File: src/rtl/if_fetch_unit_if.sv
// Instruction-memory bus between the fetch unit (master) and instruction memory (slave).
// req/addr are held until gnt; a single rvalid/rdata beat answers each granted request.
interface if_fetch_unit_if;
    logic        instr_req_o;
    logic [31:0] instr_addr_o;
    logic        instr_gnt_i;
    logic        instr_rvalid_i;
    logic [31:0] instr_rdata_i;

    modport master (
        output instr_req_o,
        output instr_addr_o,
        input  instr_gnt_i,
        input  instr_rvalid_i,
        input  instr_rdata_i
    );

    modport slave (
        input  instr_req_o,
        input  instr_addr_o,
        output instr_gnt_i,
        output instr_rvalid_i,
        output instr_rdata_i
    );
endinterface

File: src/rtl/if_fetch_unit.sv
// Single-outstanding instruction fetch: takes a next PC or boot request, fetches one word, hands it to Issue.
// Optional misaligned-PC trap to a NOP with fetch_err_o is enabled by defining FETCH_ALIGN_CHECK_EN.
module if_fetch_unit #(
    parameter logic [31:0] BOOT_ADDR = 32'h0000_0080
) (
    input  logic                  clk_i,
    input  logic                  rst_ni,
    input  logic                  boot_i,
    input  logic                  pc_valid_i,
    input  logic [31:0]           pc_i,
    output logic                  pc_ready_o,
    if_fetch_unit_if.master       mem,
    output logic                  instr_valid_o,
    output logic [31:0]           instr_o,
    output logic [31:0]           instr_pc_o,
    input  logic                  instr_ready_i,
    output logic                  fetch_err_o
);

    localparam int unsigned XLEN = 32;
`ifdef FETCH_ALIGN_CHECK_EN
    localparam logic [XLEN-1:0] NOP_INSTR = XLEN'(32'h0000_0013);
`endif

    typedef enum logic [1:0] {
        S_IDLE = 2'd0,
        S_REQ  = 2'd1,
        S_WAIT = 2'd2,
        S_HOLD = 2'd3
    } state_e;

    state_e            state_q, state_d;
    logic [XLEN-1:0]   addr_q, addr_d;
    logic              boot_pend_q, boot_pend_d;
    logic [XLEN-1:0]   instr_q, instr_d;
    logic [XLEN-1:0]   ipc_q, ipc_d;
    logic              req_q, req_d;
    logic              valid_q, valid_d;
    logic              pc_ready_q, pc_ready_d;
`ifdef FETCH_ALIGN_CHECK_EN
    logic              err_q, err_d;
`endif

    // State register and registered outputs
    always_ff @(posedge clk_i or negedge rst_ni) begin
        if (!rst_ni) begin
            state_q     <= S_IDLE;
            addr_q      <= BOOT_ADDR;
            boot_pend_q <= 1'b0;
            instr_q     <= '0;
            ipc_q       <= '0;
            req_q       <= 1'b0;
            valid_q     <= 1'b0;
            pc_ready_q  <= 1'b1;
`ifdef FETCH_ALIGN_CHECK_EN
            err_q       <= 1'b0;
`endif
        end else begin
            state_q     <= state_d;
            addr_q      <= addr_d;
            boot_pend_q <= boot_pend_d;
            instr_q     <= instr_d;
            ipc_q       <= ipc_d;
            req_q       <= req_d;
            valid_q     <= valid_d;
            pc_ready_q  <= pc_ready_d;
`ifdef FETCH_ALIGN_CHECK_EN
            err_q       <= err_d;
`endif
        end
    end

    // Next-state logic; a boot seen mid-transaction discards the in-flight word and refetches BOOT_ADDR
    always_comb begin
        state_d     = state_q;
        addr_d      = addr_q;
        boot_pend_d = boot_pend_q;
        instr_d     = instr_q;
        ipc_d       = ipc_q;
`ifdef FETCH_ALIGN_CHECK_EN
        err_d       = err_q;
`endif

        unique case (state_q)
            S_IDLE: begin
                if (boot_i) begin
                    addr_d  = BOOT_ADDR;
                    state_d = S_REQ;
                end else if (pc_valid_i) begin
`ifdef FETCH_ALIGN_CHECK_EN
                    if (pc_i[1:0] != 2'b00) begin
                        instr_d = NOP_INSTR;
                        ipc_d   = pc_i;
                        err_d   = 1'b1;
                        state_d = S_HOLD;
                    end else begin
                        addr_d  = pc_i;
                        state_d = S_REQ;
                    end
`else
                    addr_d  = pc_i;
                    state_d = S_REQ;
`endif
                end
            end
            S_REQ: begin
                if (boot_i) begin
                    boot_pend_d = 1'b1;
                end
                if (mem.instr_gnt_i) begin
                    state_d = S_WAIT;
                end
            end
            S_WAIT: begin
                if (mem.instr_rvalid_i) begin
                    if (boot_pend_q || boot_i) begin
                        addr_d      = BOOT_ADDR;
                        boot_pend_d = 1'b0;
                        state_d     = S_REQ;
                    end else begin
                        instr_d = mem.instr_rdata_i;
                        ipc_d   = addr_q;
                        state_d = S_HOLD;
                    end
                end else if (boot_i) begin
                    boot_pend_d = 1'b1;
                end
            end
            S_HOLD: begin
                if (boot_i) begin
                    addr_d      = BOOT_ADDR;
                    boot_pend_d = 1'b0;
`ifdef FETCH_ALIGN_CHECK_EN
                    err_d       = 1'b0;
`endif
                    state_d     = S_REQ;
                end else if (instr_ready_i) begin
`ifdef FETCH_ALIGN_CHECK_EN
                    err_d       = 1'b0;
`endif
                    state_d     = S_IDLE;
                end
            end
            default: state_d = S_IDLE;
        endcase

        req_d      = (state_d == S_REQ);
        valid_d    = (state_d == S_HOLD);
        pc_ready_d = (state_d == S_IDLE);
    end

    assign pc_ready_o       = pc_ready_q;
    assign mem.instr_req_o  = req_q;
    assign mem.instr_addr_o = {addr_q[XLEN-1:2], 2'b00};
    assign instr_valid_o    = valid_q;
    assign instr_o          = instr_q;
    assign instr_pc_o       = ipc_q;
`ifdef FETCH_ALIGN_CHECK_EN
    assign fetch_err_o      = err_q;
`else
    assign fetch_err_o      = 1'b0;
`endif

endmodule

File: src/flat_wrapper.sv
// flat-port wrapper written by rule: the top's interface ports become plain ports
module if_fetch_unit_flat 
#(
    parameter logic [31:0] BOOT_ADDR = 32'h0000_0080
)
  (clk_i, rst_ni, boot_i, pc_valid_i, pc_i, pc_ready_o, instr_valid_o, instr_o, instr_pc_o, instr_ready_i, fetch_err_o, mem_instr_req_o, mem_instr_addr_o, mem_instr_gnt_i, mem_instr_rvalid_i, mem_instr_rdata_i);
  if_fetch_unit_if mem_i ();
  input  logic clk_i;
  input  logic rst_ni;
  input  logic boot_i;
  input  logic pc_valid_i;
  input  logic [31:0] pc_i;
  output logic pc_ready_o;
  output logic instr_valid_o;
  output logic [31:0] instr_o;
  output logic [31:0] instr_pc_o;
  input  logic instr_ready_i;
  output logic fetch_err_o;
  output wire logic [$bits(mem_i.instr_req_o)-1:0] mem_instr_req_o;
  output wire logic [$bits(mem_i.instr_addr_o)-1:0] mem_instr_addr_o;
  input wire logic [$bits(mem_i.instr_gnt_i)-1:0] mem_instr_gnt_i;
  input wire logic [$bits(mem_i.instr_rvalid_i)-1:0] mem_instr_rvalid_i;
  input wire logic [$bits(mem_i.instr_rdata_i)-1:0] mem_instr_rdata_i;
  assign mem_instr_req_o = mem_i.instr_req_o;
  assign mem_instr_addr_o = mem_i.instr_addr_o;
  assign mem_i.instr_gnt_i = mem_instr_gnt_i;
  assign mem_i.instr_rvalid_i = mem_instr_rvalid_i;
  assign mem_i.instr_rdata_i = mem_instr_rdata_i;
  if_fetch_unit #(.BOOT_ADDR(BOOT_ADDR)) u_core (.clk_i(clk_i), .rst_ni(rst_ni), .boot_i(boot_i), .pc_valid_i(pc_valid_i), .pc_i(pc_i), .pc_ready_o(pc_ready_o), .mem(mem_i), .instr_valid_o(instr_valid_o), .instr_o(instr_o), .instr_pc_o(instr_pc_o), .instr_ready_i(instr_ready_i), .fetch_err_o(fetch_err_o));
endmodule
File: config.mk
export PLATFORM = sky130hd
export DESIGN_NAME = if_fetch_unit_flat
export DESIGN_NICKNAME = d
export VERILOG_FILES = /design/src/rtl/if_fetch_unit_if.sv /design/src/rtl/if_fetch_unit.sv /design/src/flat_wrapper.sv
export SDC_FILE = /design/constraint.sdc
export NUM_CORES = 1
export LEC_CHECK = 0
export ABC_AREA = 1
export BUFFER_PORTS_ARGS = -buffer_cell sky130_fd_sc_hd__clkbuf_2
export CORE_UTILIZATION = 40
export CTS_CLUSTER_SIZE = 10
export DETAILED_ROUTE_END_ITERATION = 12
export GPL_TIMING_DRIVEN = 1
export HOLD_SLACK_MARGIN = 0.08
export PLACE_DENSITY = 0.67
export SLEW_MARGIN = 20
export SYNTH_ARGS = -nofsm -noshare
export SYNTH_HDL_FRONTEND = slang
export SYNTH_SLANG_ARGS = --single-unit
File: constraint.sdc
create_clock -name clk_i -period 3.9 [get_ports clk_i]
set_input_delay 0.78 -clock clk_i [delete_from_list [all_inputs] [get_ports clk_i]]
set_output_delay 0.78 -clock clk_i [all_outputs]
set_load 0.02 [all_outputs]
After elaboration in Yosys (flattened, before gate mapping)
Cells that the tools add are included.
{"block": "word_totals", "regBits": 102, "latch_bits": 0, "mem_bits_rw": 0, "rom_bits": 0, "out_inout_bits": 100, "word_cells": 46, "mem_count": 0}
{"block": "classes", "n_addsub": 0, "n_mul": 0, "n_div": 0, "order_cmp": 0, "n_eq_ne": 10, "shift": 0, "mux": 19, "bitwise": 1, "n_reduce_logical": 8}
{"cell": "2-to-1 mux 32 bit", "count": 5}
{"cell": "case mux 32 bit (3 select lines)", "count": 1}
{"cell": "2-to-1 mux 2 bit", "count": 7}
{"cell": "case mux 2 bit (4 select lines)", "count": 1}
{"cell": "equality test 2 bit, second input constant", "count": 3}
{"cell": "AND reduction 3 bit", "count": 2}
{"cell": "nonzero test 3 bit", "count": 2}
{"cell": "AND reduction 5 bit", "count": 1}
{"cell": "equality test 2 x 1 -> 1 bit, second input constant", "count": 2}
{"cell": "logical NOT 2 bit", "count": 2}
{"cell": "2-to-1 mux 1 bit", "count": 4}
{"cell": "inequality test 2 bit, second input constant", "count": 2}
{"cell": "inequality test 3 x 2 -> 1 bit, second input constant", "count": 1}
{"cell": "inequality test 3 bit, second input constant", "count": 1}
{"cell": "case mux 1 bit (3 select lines)", "count": 1}
{"cell": "inequality test 2 x 1 -> 1 bit, second input constant", "count": 1}
{"cell": "logical OR 1 bit", "count": 1}
{"cell": "inverter 1 bit", "count": 1}

Longest topological paths before layout
Gate-level depths: netlist (run 1).
{"block": "logic_depth", "depth_word": 5, "mapped_depth": 9}

Worst setup path after synthesis (run 1)
Ideal clock, no wire load.
{"block": "synth_path", "path_kind": "input -> register", "start": "input port boot_i", "end": "register u_core.instr_q[10] (netlist: u_core.instr_o[10])", "arrival_time_ps": 1425, "setup_slack_ps": 2345, "cell_stages": 6, "n_path_buf": 2, "path_cell_list": "nor2_1 nand3_2 buf_4 buf_2 nand2_1 o21ai_0"}
{"block": "synth_via", "elab_chain_len": 3}
{"element": "start, declared", "line_no": "flat_wrapper.sv:10", "rtl": "input logic boot_i;"}
{"element": "logical OR 1 bit", "line_no": "if_fetch_unit.sv:116", "rtl": "if (boot_pend_q || boot_i) begin"}
{"element": "inverter 1 bit (no source line)"}
{"element": "AND reduction 3 bit (no source line)"}
{"element": "end signal, assigned", "line_no": "if_fetch_unit.sv:62", "rtl": "instr_q <= instr_d;"}
{"element": "end, declared", "line_no": "if_fetch_unit.sv:35", "rtl": "logic [XLEN-1:0] instr_q, instr_d;"}
No other way between the ends.
A chain may end at the register's enable or synchronous reset.

Final worst setup path (run 1)
{"block": "layout_path", "start": "input port boot_i", "end": "register u_core.addr_q[3]"}
{"block": "layout_via", "elab_chain_len": 3}
{"element": "logical OR 1 bit", "line_no": "if_fetch_unit.sv:116"}
{"element": "inequality test 2 x 1 -> 1 bit (no source line)"}
{"element": "AND reduction 5 bit (no source line)"}
{"element": "end signal, assigned", "line_no": "if_fetch_unit.sv:60", "rtl": "addr_q <= addr_d;"}
{"element": "end, declared", "line_no": "if_fetch_unit.sv:33", "rtl": "logic [XLEN-1:0] addr_q, addr_d;"}
Several ways; a longest one is shown, not always the timed one.

==> results.tsv, run 1 <==
stage	metric	value	unit
synth	syn_area	4640	um2
global_routing	grtUsageTotal	18.8	%
global_routing	gr-total-overflow	0	
sta	finalHoldViolCount	0	
sta	period_needed	2.11	ns
cells_and_area	final_nets	760	
die	die_x	110	um
min_path	hold_path.class	in -> async	
global_routing	grt_pass1_wl	16900	um
die	dieArea	12000	um2
power_and_ir_drop	ir_worst_vdd	380	uV
setup_path	cp-end-kind	flip-flop	
global_routing	grt_max_degree	90	
power_and_ir_drop	power	4.41	mW
routing	drtIter0Drc	152	
die	ioPinCount	171	
status	status	complete, no violations	
placed_design	placed_cells	817	
cts	cts_tree	yes	
setup_path	critPathArrivalTime	2.33	ns
routing	drc	0	
sta	max_freq	475	MHz
cells_and_area	area_growth	21.0	%
synth	ys.warnings.count	0	
die	start_util	41.9	%
setup_path	critPathMaxFanout	34	
synth	synth.top_cells.by_count	173 x nand2_1, 100 x dfrtp_1, 68 x inv_1, 42 x nor2_1, 38 x nand3_1	
synth	ys_ff_latch	102	
synth	yosysTopAreaCellShare	53.9	%
sta	skew	0.00682	ns
synth	synth_most_common_cell	nand2_1	
cts	numCtsBuffers	9	
sta	rsz0062_at_grt	false	
cts	cts_buffer_depth	2	
cells_and_area	final_core_util	50.7	%
placed_design	hpwl	7660	um
cells_and_area	drive_above_1_share	28.5	%
global_routing	antenna_found_initial	0	
routing	wirelength	10800	um
synth	avgSynthCellArea	8.22	um2
synth	synth.area.top_cells	dfrtp_1 54%, nand2_1 14%, buf_4 5.7%	
sta	relSlewSlack	55.6	%
setup_path	rrSetupSlack	1.90	ns
die	die_h	110	um
synth	synth_cells	565	
sta	holdWs	0.338	ns
cts	ctsHoldBuffers	0	
sta	drv_slew	0	
flow_run	cap_violations	0	
synth	synth_edf_count	0	
cells_and_area	num_antenna_cells	0	
synth	ys_seq_area_share	55.0	%
synth	async_flop_share	100	%
routing	vias	3816	
cts	clk_root_buffer_cell	clkbuf_16	
power_and_ir_drop	static-leakage-power	3.23	nW
routing	first_pass_iters	4	
power_and_ir_drop	pwr_density_cell	786	nW/um2
cells_and_area	fin_cells	834	
sta	fin_setup_tns	0	ns
placed_design	gp_congestion	0.885	
sta	tightest_slew	0.665	ns
sta	setup-violations-final	0	
cells_and_area	nFillCells	1066	
cts	htree_levels	3	
cts	cts_sinks	102	
setup_path	critPathKind	in -> reg	
synth	synth_top_area_cell	dfrtp_1	
cts	path_clk_slew	0.06	ns
global_routing	grt_pass1_vias	3453	
cts	clk_latency	0.35	ns
synth	synthFlopType	dfrtp_1	
die	core	11100	um2
routing	wl_per_cell	13.0	um
routing	vias_per_cell	4.58	
setup_path	worstSetupStartpointType	input pin	
setup_path	critPathRequiredTime	4.13	ns
cts	post-cts-setup-buffers	0	
routing	drtAntennaViolNets	0	
synth	ys_types	21	
sta	fin_crit_sh	54.0	%
cts	cts_resized	0	
die	num_rows	38	
placed_design	placement.io_buffers	167	
-- per-stage QoR --
step | setup slack (ns) | cell area, um2
detailed placement | 1.43 | 5310
CTS | 1.80 | 5590
global route | 1.59 | 5620
floorplan | 2.35 | 4650
global placement | 1.49 | 5310
finish | 1.79 | 5620
-- path summary, 6_finish.rpt --
| path | cells past startpoint | startpoint | to |
|---|---|---|---|
| worst max-delay path | 7 | boot_i | u_core.addr_q[3] |
| worst min-delay path | 1 | rst_ni | u_core.instr_o[12] |
| worst max register to register | 6 | u_core.state_q[0] | u_core.addr_q[3] |
| worst min register to register | 2 | u_core.addr_q[0] | u_core.addr_q[0] |
| max in group asynchronous | 3 | rst_ni | u_core.instr_o[0] |
| min in group clk_i | 2 | u_core.addr_q[0] | u_core.addr_q[0] |
-- area by class of cell --
type                    count  area, um2  share of cell area [%]
multi-input cells         330       1410                    25.1
flip-flops and latches    102       2550                    45.5
repair buffers            174        923                    16.4
inverters                  72        270                    4.81
clock buffers              16        282                    5.01
well taps                 140        175                    3.12
-- flip-flops by register name (all words and copies together), names as in the netlist --
| register | count |
|---|---|
| u_core.addr_q | 32 |
| u_core.instr_valid_o | 1 |
| u_core.mem.instr_req_o | 1 |
| u_core.state_q | 2 |
| u_core.pc_ready_o | 1 |
| u_core.boot_pend_q | 1 |
| u_core.instr_o | 32 |
| u_core.instr_pc_o | 32 |
-- where the power goes --
| part | internal, mW | switching [mW] |
|---|---|---|
| clock | 0.487 | 0.369 |
| combinational | 0.573 | 1.24 |
| sequential | 1.48 | 0.265 |
| total | 2.54 | 1.87 |
-- critical path: stages --
cell and delay (ns):
clkbuf_2 0.15, o21ai_0 0.10, nand2_1 0.06, buf_4 0.33, nand3_2 0.60, nand2_1 0.22, nand2_1 0.08
-- per-layer routing --
metal,global-route usage [%],vias to the layer above,share of wire [%]
met5,0,-,0
met4,10.7,0,2.7
met3,4.21,20,6.3
met2,29.7,142,47
met1,23.6,1720,44
li1,-,1934,-
-- placed cells by master (no fill, tap or decap), drive strengths merged --
cell type / netlist / layout
clkbuf: 6 / 182
or2: 1 / 1
nand2: 173 / 173
conb: 1 / 3
buf: 57 / 8
dfrtp: 100 / 100
inv: 72 / 72
a21oi: 1 / 1
dfstp: 2 / 2
nand3b: 1 / 1
nand4: 1 / 1
nand3: 40 / 40
o21ai: 66 / 66
nor2: 44 / 44
-- cells by family after synthesis --
| kind of cell | Yosys count | synth area share (%) |
|---|---|---|
| AND/OR/NAND/NOR | 260 | 22.7 |
| AO/OA/AOI/OAI | 67 | 7.30 |
| buffers and inverters | 135 | 14.9 |
| flip-flops | 102 | 55.0 |
| other | 1 | 0.0808 |
No activity file was read; power rests on OpenSTA's default activity.
==> run 2: changes to the inputs <==
--- a/config.mk
+++ b/config.mk
@@ -5,14 +5,14 @@
 export SDC_FILE = /design/constraint.sdc
 export NUM_CORES = 1
 export LEC_CHECK = 0
-export ABC_AREA = 1
+export ABC_AREA = 0
 export BUFFER_PORTS_ARGS = -buffer_cell sky130_fd_sc_hd__clkbuf_2
 export CORE_UTILIZATION = 40
 export CTS_CLUSTER_SIZE = 10
 export DETAILED_ROUTE_END_ITERATION = 12
 export GPL_TIMING_DRIVEN = 1
 export HOLD_SLACK_MARGIN = 0.08
-export PLACE_DENSITY = 0.67
+export PLACE_DENSITY = 0.7
 export SLEW_MARGIN = 20
 export SYNTH_ARGS = -nofsm -noshare
 export SYNTH_HDL_FRONTEND = slang
==> constraint.sdc (replaced) <==
create_clock -name clk_i -period 1.84 [get_ports clk_i]
set_input_delay 0.368 -clock clk_i [delete_from_list [all_inputs] [get_ports clk_i]]
set_output_delay 0.368 -clock clk_i [all_outputs]
set_load 0.02 [all_outputs]
==> results.tsv, run 2 <==
stage	metric	value	unit	change
placed_design	hpwl	7030	um	was 7660 um
power_and_ir_drop	p_sw_share	41.9	%	was 42.4%
power_and_ir_drop	static-leakage-power	3.00	nW	was 3.23 nW
flow_run	cap_violations	0		unchanged
cts	htree_levels	3		unchanged
synth	synthFlopType	dfrtp_1		unchanged
synth	ys_ff_latch	102		unchanged
sta	drv_slew	0		unchanged
min_path	hold_path.class	in -> reg		was in -> async
global_routing	grtUsageTotal	17.7	%	was 18.8%
status	status	complete, no violations		unchanged
power_and_ir_drop	ir_worst_vdd	698	uV	was 380 uV
synth	syn_area	4440	um2	was 4640 um2
cts	numCtsBuffers	9		unchanged
sta	fin_crit_sh	86.4	%	
cts	cts_tree	yes		unchanged
synth	ys_seq_area_share	57.5	%	was 55.0%
power_and_ir_drop	p_switching	3.54	mW	was 1.87 mW
cells_and_area	final_common_cell	clkbuf_2		was nand2_1
global_routing	grt_pass1_vias	3248		was 3,453
synth	avgSynthCellArea	12.9	um2	was 8.22 um2
cts	clk_root_buffer_cell	clkbuf_8		was clkbuf_16
sta	max_freq	629	MHz	
cells_and_area	layout_common_cells	166 x clkbuf_2, 100 x dfrtp_1, 60 x mux2_2, 31 x a32oi_1, 31 x nand2_1		was 173 x nand2_1, 166 x clkbuf_2, 100 x dfrtp_1, 68 x inv_1, 42 x nor2_1
cells_and_area	area_growth	22.5	%	was 21.0%
routing	wirelength	9870	um	was 10,800 um
routing	wl_per_cell	15.7	um	was 13.0 um
setup_path	cp-end-kind	flip-flop		unchanged
die	dieArea	11500	um2	was 12,000 um2
power_and_ir_drop	pwr-share-seq	43.0	%	was 39.6%
sta	setup-violations-final	0		unchanged
setup_path	rrSetupSlack	0.25	ns	was 1.90 ns
placed_design	placement.io_buffers	167		unchanged
cells_and_area	fin_area	5440	um2	was 5620 um2
synth	async_flop_share	100	%	unchanged
sta	fin_ws	0.250	ns	was 1.79 ns
cells_and_area	drive_above_1_share	55.5	%	was 28.5%
setup_path	critPathKind	reg -> reg		was in -> reg
cells_and_area	num_antenna_cells	0		unchanged
setup_path	worstSetupStartpointType	flip-flop		was input pin
placed_design	gp_congestion	0.718		was 0.885
cts	cts_resized	0		unchanged
synth	synth_edf_count	0		unchanged
cts	ctsHoldBuffers	1		was 0
sta	fin_setup_tns	0	ns	unchanged
synth	synth.top_cells.by_count	100 x dfrtp_1, 60 x mux2_2, 33 x buf_4, 31 x a32oi_1, 31 x nand2_1		was 173 x nand2_1, 100 x dfrtp_1, 68 x inv_1, 42 x nor2_1, 38 x nand3_1
sta	finalHoldViolCount	0		unchanged
sta	period_needed	1.59	ns	
global_routing	gr-total-overflow	0		unchanged
cells_and_area	final_nets	556		was 760
power_and_ir_drop	p_int	4.92	mW	was 2.54 mW
synth	yosysTopAreaCellShare	56.3	%	was 53.9%
routing	drtAntennaViolNets	0		unchanged
synth	synth_cells	344		was 565
cts	cts_buffer_depth	2		unchanged
placed_design	dp_slack	0.202	ns	was 1.43 ns
die	core	10800	um2	was 11,100 um2
cells_and_area	nFillCells	957		was 1,066
setup_path	critPathMaxFanout	18		was 34
global_routing	grt_max_degree	52		was 90
synth	synth.area.top_cells	dfrtp_1 56%, mux2_2 15%, a32oi_1 6.1%		was dfrtp_1 54%, nand2_1 14%, buf_4 5.7%
cts	post-cts-setup-buffers	0		unchanged
power_and_ir_drop	clkPwrFrac	15.6	%	was 19.4%
sta	tightest_slew	0.518	ns	was 0.665 ns
sta	skew	0.00939	ns	was 0.00682 ns
power_and_ir_drop	combPwrFrac	41.4	%	was 41.0%
die	die_h	107	um	was 110 um
synth	synth_most_common_cell	dfrtp_1		was nand2_1
die	die_x	107	um	was 110 um
setup_path	critPathArrivalTime	1.89	ns	was 2.33 ns
setup_path	critPathRequiredTime	2.14	ns	was 4.13 ns
placed_design	place_area	5250	um2	was 5310 um2
sta	rsz0062_at_grt	false		unchanged
routing	first_pass_iters	4		unchanged
die	start_util	41.0	%	was 41.9%
global_routing	antenna_found_initial	0		unchanged
die	num_rows	38		unchanged
routing	drc	0		unchanged
routing	vias	3229		was 3,816
routing	vias_per_cell	5.13		was 4.58
power_and_ir_drop	pwr_density_cell	1560	nW/um2	was 786 nW/um2
synth	ys.warnings.count	0		unchanged
cts	cts_sinks	102		unchanged
sta	relSlewSlack	65.3	%	was 55.6%
routing	drtIter0Drc	164		was 152
synth	synth_top_area_cell	dfrtp_1		unchanged
cts	clk_latency	0.35	ns	about the same
global_routing	grt_pass1_wl	15800	um	was 16,900 um
die	ioPinCount	171		unchanged
cts	path_clk_slew	0.10	ns	was 0.06 ns
synth	ys_types	33		was 21
-- run 2: per-layer routing --
layer	share of wire, %	global-route usage, %	vias to the layer above
met2	48	29.5	132
met4	1.2	5.87	0
met1	44	22.4	1602
met3	7.3	4.60	9
met5	0	0	-
li1	-	-	1486
-- run 2: final timing paths --
kind | start | to | depth (start not counted)
setup / recovery | u_core.state_q[1] | u_core.addr_q[24] | 5
hold / removal | pc_i[23] | u_core.addr_q[23] | 3
setup reg to reg | u_core.state_q[1] | u_core.addr_q[24] | 5
hold reg to reg | u_core.instr_pc_o[25] | u_core.instr_pc_o[25] | 1
max in group asynchronous | rst_ni | u_core.instr_pc_o[25] | 3
min in group asynchronous | rst_ni | u_core.instr_o[30] | 2
-- run 2: layout make-up --
class                   count  area [um2]  area share [%]
repair buffers            185        1010            18.6
clock inverters             7        56.3            1.04
inverters                   1        3.75          0.0690
flip-flops and latches    102        2550            47.0
multi-input cells         186        1510            27.8
clock buffers               9         124            2.28
well taps                 140         175            3.22
-- run 2: logic make-up (layout without fill, tap and decap cells) --
logic type,count (synthesis),in the layout,share of synthesized area [%]
flops,102,102,57.5
compound gates,72,72,11.2
mux,65,65,16.9
buf+inv,58,202,9.15
simple gates,46,46,5.16
other cells,1,3,0.0844
-- run 2: critical path, cell delays in order, from the launching register on --
cell	delay, ns
dfrtp_1	0.39
buf_4	0.17
nor3_2	0.47
buf_4	0.31
o21ai_0	0.13
nand2_1	0.07
-- run 2: power by group through the flow --
stage	combinational (mW)	clock, mW	sequential, mW
4_1_cts	3.55	1.37	3.65
5_1_grt	3.81	1.46	3.77
2_1_floorplan	1.97	0	4.21
3_3_place_gp	3.46	0	3.65
3_5_place_dp	3.54	0	3.70
6_report	3.51	1.32	3.64
-- run 2: per-stage QoR --
| step | power (mW) | hold WS (ns) | cells | util [%] |
|---|---|---|---|---|
| after floorplan | 6.18 | 0.0724 | 346 | - |
| after global placement | 7.11 | 0.329 | 613 | 48.4 |
| after detailed placement | 7.24 | 0.342 | 613 | 48.4 |
| after CTS | 8.56 | 0.195 | 630 | 50.2 |
| after global routing | 9.04 | 0.199 | 630 | 50.2 |
| final | 8.46 | 0.219 | 630 | 50.2 |
